### src/rtl/ext_sched.sv
`default_nettype none
// ============================================================================
//  Module   : ext_sched
//  Purpose  : Round-robin scheduler sharing one immediate extender between
//             decode (requester 0) and branch-target unit (requester 1),
//             with a one-entry valid/ready output register.
//  Options  : EXT_SCHED_STAT_EN adds saturating per-requester grant counters
//             (grant_cnt0 / grant_cnt1).
//  Revision : 1.0 - initial release
// ============================================================================
module ext_sched (
  input  logic        clk,
  input  logic        reset_n,
  input  logic        req0_valid,
  output logic        req0_ready,
  input  logic [15:0] req0_imm,
  input  logic [1:0]  req0_eop,
  input  logic        req1_valid,
  output logic        req1_ready,
  input  logic [15:0] req1_imm,
  input  logic [1:0]  req1_eop,
  output logic        resp_valid,
  input  logic        resp_ready,
  output logic [31:0] resp_ext,
  output logic        resp_id
`ifdef EXT_SCHED_STAT_EN
  ,
  output logic [15:0] grant_cnt0,
  output logic [15:0] grant_cnt1
`endif
);

  localparam logic [1:0] c_EOP_SEXT    = 2'b00;
  localparam logic [1:0] c_EOP_ZEXT    = 2'b01;
  localparam logic [1:0] c_EOP_HI      = 2'b10;
  localparam logic [1:0] c_EOP_SEXT_S2 = 2'b11;

  typedef enum logic [0:0] {
    S_EMPTY = 1'b0,
    S_FULL  = 1'b1
  } state_t;

  state_t      r_state;
  state_t      w_state_nxt;
  logic [31:0] r_resp_ext;
  logic        r_resp_id;
  logic        r_last_grant;

  logic        w_slot_free;
  logic        w_win0;
  logic        w_win1;
  logic        w_load;
  logic        w_load_id;
  logic [31:0] w_ext;

  // The single extender instance on this path.
  function automatic logic [31:0] f_extend(input logic [15:0] imm, input logic [1:0] eop);
    logic [31:0] res;
    case (eop)
      c_EOP_SEXT:    res = {{16{imm[15]}}, imm};
      c_EOP_ZEXT:    res = {16'h0000, imm};
      c_EOP_HI:      res = {imm, 16'h0000};
      c_EOP_SEXT_S2: res = {{14{imm[15]}}, imm, 2'b00};
      default:       res = {{16{imm[15]}}, imm};
    endcase
    return res;
  endfunction

  assign resp_valid = (r_state == S_FULL);
  assign resp_ext   = r_resp_ext;
  assign resp_id    = r_resp_id;

  // Only the granted requester's operands reach the extender.
  assign w_ext = w_load_id ? f_extend(req1_imm, req1_eop) : f_extend(req0_imm, req0_eop);

  // Arbitration, handshake and next-state: a tie goes to whoever was not granted last.
  always_comb begin
    w_state_nxt = r_state;
    req0_ready  = 1'b0;
    req1_ready  = 1'b0;
    w_load      = 1'b0;
    w_load_id   = 1'b0;
    w_slot_free = (r_state == S_EMPTY) || resp_ready;
    w_win0      = req0_valid && (!req1_valid || r_last_grant);
    w_win1      = req1_valid && (!req0_valid || !r_last_grant);

    // Readies are forced low while reset is held.
    if (reset_n && w_slot_free) begin
      req0_ready = w_win0;
      req1_ready = w_win1;
    end

    w_load    = (req0_valid && req0_ready) || (req1_valid && req1_ready);
    w_load_id = req1_valid && req1_ready;

    case (r_state)
      S_EMPTY: if (w_load) w_state_nxt = S_FULL;
      S_FULL:  if (resp_ready && !w_load) w_state_nxt = S_EMPTY;
      default: w_state_nxt = S_EMPTY;
    endcase
  end

  // State register; reset drops any held result at once.
  always_ff @(posedge clk or negedge reset_n) begin
    if (!reset_n) r_state <= S_EMPTY;
    else          r_state <= w_state_nxt;
  end

  // Result register and round-robin pointer, updated only on an acceptance.
  always_ff @(posedge clk or negedge reset_n) begin
    if (!reset_n) begin
      r_resp_ext   <= 32'h0000_0000;
      r_resp_id    <= 1'b0;
      r_last_grant <= 1'b1;
    end else if (w_load) begin
      r_resp_ext   <= w_ext;
      r_resp_id    <= w_load_id;
      r_last_grant <= w_load_id;
    end
  end

`ifdef EXT_SCHED_STAT_EN
  logic [15:0] r_grant_cnt0;
  logic [15:0] r_grant_cnt1;

  assign grant_cnt0 = r_grant_cnt0;
  assign grant_cnt1 = r_grant_cnt1;

  // Saturating acceptance counters, one per requester.
  always_ff @(posedge clk or negedge reset_n) begin
    if (!reset_n) begin
      r_grant_cnt0 <= 16'h0000;
      r_grant_cnt1 <= 16'h0000;
    end else begin
      if (w_load && !w_load_id && (r_grant_cnt0 != 16'hFFFF)) r_grant_cnt0 <= r_grant_cnt0 + 16'd1;
      if (w_load &&  w_load_id && (r_grant_cnt1 != 16'hFFFF)) r_grant_cnt1 <= r_grant_cnt1 + 16'd1;
    end
  end
`endif

endmodule
`default_nettype wire

### config.mk
export PLATFORM = sky130hd
export DESIGN_NAME = ext_sched
export DESIGN_NICKNAME = d
export VERILOG_FILES = /design/src/rtl/ext_sched.sv
export SDC_FILE = /design/constraint.sdc
export NUM_CORES = 1
export LEC_CHECK = 0
export ABC_AREA = 1
export BUFFER_PORTS_ARGS = -buffer_cell sky130_fd_sc_hd__buf_4
export CAP_MARGIN = 20
export CORE_ASPECT_RATIO = 1.4
export CORE_MARGIN = 2
export CORE_UTILIZATION = 56
export DETAILED_ROUTE_END_ITERATION = 7
export PLACE_DENSITY = 0.92
export SYNTH_ARGS = -nofsm -noshare
export SYNTH_HDL_FRONTEND = slang
export SYNTH_SLANG_ARGS = --single-unit
### constraint.sdc
create_clock -name clk -period 2.8 [get_ports clk]
set_clock_uncertainty 0.05 [all_clocks]
set_input_delay 0.56 -clock clk [delete_from_list [all_inputs] [get_ports clk]]
set_output_delay 0.56 -clock clk [all_outputs]
set_load 0.01 [all_outputs]
After elaboration in Yosys (flattened, before gate mapping). Cells that the tools add are included.

Bits in registers: 35. Input port bits: 41. Output and inout bits: 36. Word-level logic and storage cells: 35.

Equality and inequality tests: 6. Muxes and demuxes: 8. Bitwise logic cells: 1. Reduce and logical (&&, ||, !) cells: 16.

Operators by type and width (count): $pmux 32 s4 (2); $mux 32 (1); $eq 2x2->1 const B (4); $logic_and 1x1->1 (6); $eq 2x1->1 const B (2); $logic_not 1->1 (4); $logic_not 2->1 (2); $logic_or 1x1->1 (4); $mux 1 (4); $pmux 1 s2 (1); $not 1->1 (1).

Depth between registers and ports, before layout. Gate-level depths: netlist (run 1).

Depth after elaboration: 10. Depth in mapped cells: 9. Depth with buffers taken out: 8.

Worst setup path before layout (run 1). No wires, ideal clock.

Kind: input to output. From: in resp_ready. To: out req0_ready. Arrival time: 1090 ps. Data required time: 2190 ps. Path slack: 1100 ps. Cell stages on the path: 5. Path buffers: 1. Path through: inv_2 -> nand2_1 -> nand2_2 -> nor2_2 -> buf_2.

Word-level cells in the longest chain between the ends: 3.

RTL lines: start, declared (RTL line 23) `input logic resp_ready,`; $logic_or 1x1->1 (RTL line 83) `w_slot_free = (r_state == S_EMPTY) || resp_ready;`; $logic_and 1x1->1 (RTL line 88) `if (reset_n && w_slot_free) begin`; $mux 1 (RTL line 88); end, declared (RTL line 15) `output logic req0_ready,`.

Every way passes these cells.

Worst setup path in the final report (run 1).
From: reg r_state (netlist: resp_valid). To: out req1_ready.

Word-level cells in the longest chain between the ends: 4.

RTL lines: start, declared (RTL line 43) `state_t r_state;`; start signal, assigned (RTL line 106) `else r_state <= w_state_nxt;`; $not 1->1; $logic_or 1x1->1 (RTL line 83); $logic_and 1x1->1 (RTL line 88); $mux 1 (RTL line 88); end, declared (RTL line 19) `output logic req1_ready,`.

Every way passes these cells.

==> flow_summary.yaml, run 1 <==
pwr:
  clkPwrFrac_pct: 20.6
  sw_frac_of_total_pct: 36.7
  switchingPower_mw: 0.689
  power_mw: 1.88
  p_per_area_nw_per_um2: 592
  p_seq_share_pct: 39.7
  max-vdd-ir-drop_mv: 0.338
  comb_power_share_pct: 39.7
  p_int_mw: 1.19
  p_leak_nw: 1.89
synth:
  synthesis.area_um2: 2570
  synthCells: 409
  syn-num-nets: 450
  synth-simple-area-share_pct: 53.5
  synth_compound_area_share_pct: 2.04
  yosys.area_share.xor_xnor_pct: 0
  yosys_warnings: 0
  synth_top_family_by_area: "simple AND/OR/NAND/NOR gates"
  seq_area_frac_synth_pct: 34.1
  avgSynthCellArea_um2: 6.29
  yosys.area_share.adder_pct: 0
  ys_types: 19
  synthMuxAreaShare_pct: 0
  ys_ff_latch: 35
finish:
  final_nets: 512
  layout_commonest_cell: "nand2_1"
  mostFrequentLayoutCells: "227 x nand2_1, 79 x buf_4, 60 x nand3_1"
  area_delta_synth_final_pct: 23.5
  multi_input_comb_area_um2: 1430
  stdcell_area_um2: 3180
  drive_gt1_share_pct: 26.1
  n_antenna_cell: 0
  regArea_um2: 877
  nFillCells: 412
drt:
  vias: 2887
  drc: 0
  wirelength_um: 7930
  avgRoutedWirePerCell_um: 14.9
  detail-route-antenna-nets: 0
  drt_pass1_iterations: 5
  via_per_inst: 5.41
  drtIter0Drc: 140
cts:
  cts_max_path_buffers: 2
  path_clk_slew_ps: 70
  cts_resized: 0
  root_buffer: "clkbuf_8"
  cts_setup_buffers: 0
  cts_tree: "built"
  htreeDepth: 2
  cts_buffers: 5
  clkLatencyLatePin_ps: 280
  cts_hold_buf: 0
  clock_sinks: 35
timing:
  max_freq_mhz: 521
  tns_ps: 0
  slew-limit-headroom_pct: 79.1
  fin_crit_ps: 1920
  tightest_slew_ps: 313
  timing.hold.ws_ps: 105
  fin_crit_sh_pct: 68.5
  rsz0062_at_grt: "false"
  finalHoldViolations: 0
  drv_slew: 0
  setup_viol: 0
worst_setup_path:
  crit_buf_inv: 1
  critPathMaxStageDelay_ps: 420
  reg2reg_slack_ps: 1140
  crit_arrival_ps: 1310
  crit_path_start_kind: "flop"
  crit_fanout: 4
  path_delay_family: "simple AND/OR/NAND/NOR gates"
  crit_type: "reg -> out"
  cp_cell_sequence: "nand2_1 -> nand2_2 -> nor2_2 -> buf_4"
  endpoint_kind: "output port"
  cp_slowest_cell: "dfrtp_1"
  required_ps: 2190
hold_path:
  hold_path.class: "in -> async"
floorplan:
  core_area_um2: 4460
  fp.dieW_um: 61.3
  ios: 77
  num_rows: 29
  die_h_um: 84.2
  dieArea_um2: 5160
  initial_utilization_pct: 57.6
grt:
  grt_max_degree: 31
  first_global_vias: 2745
  antenna_found_initial: 0
  grt_use_total_pct: 32.9
  grt_pass1_wl_um: 12700
  grt-ovfl-total: 0
status:
  status: "finished clean"
place:
  place_area_um2: 3090
  numPortBuffers: 76
  place_congestion: 0.950
  dp_hpwl_um: 5970
run:
  maxCapViolations: 0
final timing paths:
kind / cells after the start / end / start
setup / recovery: 4 / req1_ready / resp_valid
hold / removal: 1 / resp_ext[4] / reset_n
setup reg to reg: 8 / resp_ext[15] / resp_valid
hold reg to reg: 2 / resp_ext[5] / resp_ext[5]
max in group asynchronous: 2 / r_last_grant / reset_n
min in group clk: 2 / resp_ext[5] / resp_ext[5]
final cells by class:
| cell class | count | share of cell area [%] |
|---|---|---|
| Multi-Input combinational cell | 321 | 44.9 |
| Sequential cell | 35 | 27.6 |
| Timing Repair Buffer | 79 | 18.7 |
| Inverter | 29 | 3.50 |
| Clock buffer | 7 | 2.72 |
| Tap cell | 62 | 2.44 |
| Clock inverter | 1 | 0.157 |
power groups by stage:
| stage | clock network [mW] | registers (mW) | logic [mW] |
|---|---|---|---|
| global placement | 0 | 0.750 | 0.726 |
| finish | 0.387 | 0.747 | 0.746 |
| CTS | 0.388 | 0.748 | 0.749 |
| detailed placement | 0 | 0.754 | 0.748 |
| global route | 0.412 | 0.764 | 0.816 |
| floorplan | 0 | 0.811 | 0.334 |
logic make-up (layout without fill, tap and decap cells):
| kind of cell | after synthesis | count (layout) |
|---|---|---|
| AOI/OAI and AO/OA | 6 | 6 |
| DFF | 35 | 35 |
| buffers and inverters | 53 | 116 |
| and+or+nand+nor | 315 | 315 |
synth_stat cells (all sizes together):
cell / number / share of area, %
buf: 24 / 6.1
nand2: 241 / 37
dfstp: 1 / 1.0
a21boi: 1 / 0.44
inv: 29 / 4.3
dfrtp: 34 / 33
a21oi: 1 / 0.63
o21ai: 2 / 0.39
nor2: 4 / 0.78
nand3: 70 / 16
o21bai: 2 / 0.58
stage by stage:
step | cells | util (%) | worst slack, ps
2_1_floorplan | 409 | - | 1100
3_3_place_gp | 526 | 69.2 | 907
3_5_place_dp | 526 | 69.2 | 843
4_1_cts | 534 | 71.2 | 887
5_1_grt | 534 | 71.2 | 816
6_report | 534 | 71.2 | 882
routing by layer:
layer / GRT usage, % / wire length [um]
met1: 39.5 / 3110
met2: 53.7 / 3910
met3: 6.32 / 473
met4: 17.0 / 444
met5: 0 / 0
state kept, by name, indices dropped and copies added, names as in the netlist:
name,flops
resp_id,1
resp_valid,1
resp_ext,32
r_last_grant,1
No activity file was read; power rests on OpenSTA's default activity.
==> run 2, diff against run 1 <==
--- a/config.mk
+++ b/config.mk
@@ -10,9 +10,9 @@
 export CAP_MARGIN = 20
 export CORE_ASPECT_RATIO = 1.4
 export CORE_MARGIN = 2
-export CORE_UTILIZATION = 56
+export CORE_UTILIZATION = 52
 export DETAILED_ROUTE_END_ITERATION = 7
-export PLACE_DENSITY = 0.92
+export PLACE_DENSITY = 0.86
 export SYNTH_ARGS = -nofsm -noshare
 export SYNTH_HDL_FRONTEND = slang
 export SYNTH_SLANG_ARGS = --single-unit
==> constraint.sdc (replaced) <==
create_clock -name clk -period 1.82 [get_ports clk]
set_clock_uncertainty 0.05 [all_clocks]
set_input_delay 0.364 -clock clk [delete_from_list [all_inputs] [get_ports clk]]
set_output_delay 0.364 -clock clk [all_outputs]
set_load 0.01 [all_outputs]
==> run 2 against run 1 <==
  * Die area up 7.3%
  * Sequential power up 54%
  * Power up 53%
  * Via count down 0.59%
  * Sequential share of layout area down 0.55 points
  * Clock power up 51%
  * Critical endpoint is now req0_ready
  * Largest cell class unchanged
==> flow_summary.yaml, run 2 (synthesized netlist as in run 1, its figures left out) <==
worst_setup_path:
  crit_fanout: 4
  crit_arrival_ps: 1320
  endpoint_kind: "output port"
  crit_path_start_kind: "flop"
  required_ps: 1410
  crit_type: "reg -> out"
grt:
  antenna_found_initial: 0
  grt_util_met1_pct: 35.9
  grt_use_total_pct: 29.2
  grt_max_degree: 21
  met2_usage_pct: 49.9
  first_global_vias: 2772
  grt_pass1_wl_um: 12600
  grt-ovfl-total: 0
  grtUsageMet3_pct: 3.49
  top_usage_layer: "met2"
drt:
  detail-route-antenna-nets: 0
  drc: 0
  wirelength_um: 7590
  drtIter0Drc: 187
  via_per_inst: 5.29
  drt_pass1_iterations: 5
  vias: 2870
  avgRoutedWirePerCell_um: 14.0
place:
  numPortBuffers: 76
  dp_hpwl_um: 5860
  place_congestion: 0.948
finish:
  mostFrequentLayoutCells: "227 x nand2_1, 84 x buf_4, 60 x nand3_1"
  layout_commonest_cell: "nand2_1"
  largest_register_ffs: 32
  final_nets: 519
  area_delta_synth_final_pct: 26.1
  n_antenna_cell: 0
  drive_gt1_share_pct: 26.7
timing:
  fin_crit_sh_pct: 95.3
  fin_crit_ps: 1730
  finalHoldViolations: 0
  tns_ps: 0
  slew-limit-headroom_pct: 80.6
  tightest_slew_ps: 291
  max_freq_mhz: 577
  drv_slew: 0
  setup_viol: 0
  rsz0062_at_grt: "false"
floorplan:
  die_h_um: 87.2
  core_area_um2: 4800
  dieArea_um2: 5530
  fp.dieW_um: 63.4
  initial_utilization_pct: 53.5
  ios: 77
  num_rows: 30
hold_path:
  hold_path.class: "in -> async"
pwr:
  max-vdd-ir-drop_mv: 0.581
  p_per_area_nw_per_um2: 889
  p_leak_nw: 1.92
  power_mw: 2.88
cts:
  cts_max_path_buffers: 2
  htreeDepth: 2
  clkLatencyLatePin_ps: 280
  path_clk_slew_ps: 70
  clock_sinks: 35
  root_buffer: "clkbuf_8"
  cts_tree: "built"
  cts_buffers: 5
run:
  maxCapViolations: 0
status:
  status: "finished clean"
[run 2: cell types whose count changed in the layout (fill, tap and decap cells not counted)]
cell and delta:
nor2_4 +1, nor2_2 -1, buf_4 +5, dlygate4sd3_1 +2
[run 2: final cells by class]
cell class	instances	area, um2
repair buffers	86	651
multi-input cells	321	1430
clock buffers	7	86.3
inverters	29	111
clock inverters	1	5.00
flip-flops and latches	35	877
fillers	461	1560
well taps	64	80.1
[run 2: what timing repair did]
item / CTS / global route
buffers inserted: 0 / 0
hold buffers: 1 / 1
endpoints found under the setup margin: 0 / 1
endpoints found under the hold margin: 2 / 1
gates resized for setup: 0 / 1
[run 2: critical path, stage by stage (launching register included)]
cell     delay, ps
dfrtp_1        430
nand2_1        130
nand2_2        110
nor2_2         210
buf_4          160
[run 2: where the power goes]
group          internal, mW  total, mW  switching, mW  leakage, nW
combinational         0.539       1.15          0.611         1.43
sequential             1.00       1.15          0.146        0.440
clock                 0.305      0.586          0.280       0.0482
[run 2: metrics by stage]
stage / cell area, um2 / std cells / setup slack (ps) / hold WS (ps) / utilization (%)
after floorplan: 2570 / 409 / 434 / 18.4 / -
after global placement: 3130 / 533 / 290 / 132 / 65.1
after detailed placement: 3130 / 533 / 233 / 134 / 65.1
after CTS: 3230 / 542 / 61.7 / 3.59 / 67.2
after global routing: 3240 / 543 / 19.2 / 42.0 / 67.5
final: 3240 / 543 / 85.5 / 34.9 / 67.5
[run 2: worst paths after layout]
check	cells after the start	end	slack (ps)	from
setup reg to reg	8	resp_ext[9]	200	r_last_grant
max in group asynchronous	2	r_last_grant	1110	reset_n
hold reg to reg	2	resp_id	440	resp_id
setup / recovery	4	req0_ready	90	resp_valid
min in group clk	3	resp_ext[31]	320	req1_imm[15]
hold / removal	2	resp_id	30	reset_n
[run 2: layer usage]
| layer | vias to the layer above | wire, um |
|---|---|---|
| met5 | - | 0 |
| met4 | 0 | 326 |
| met3 | 29 | 353 |
| met2 | 110 | 3770 |
| met1 | 1335 | 3140 |
| li1 | 1396 | - |
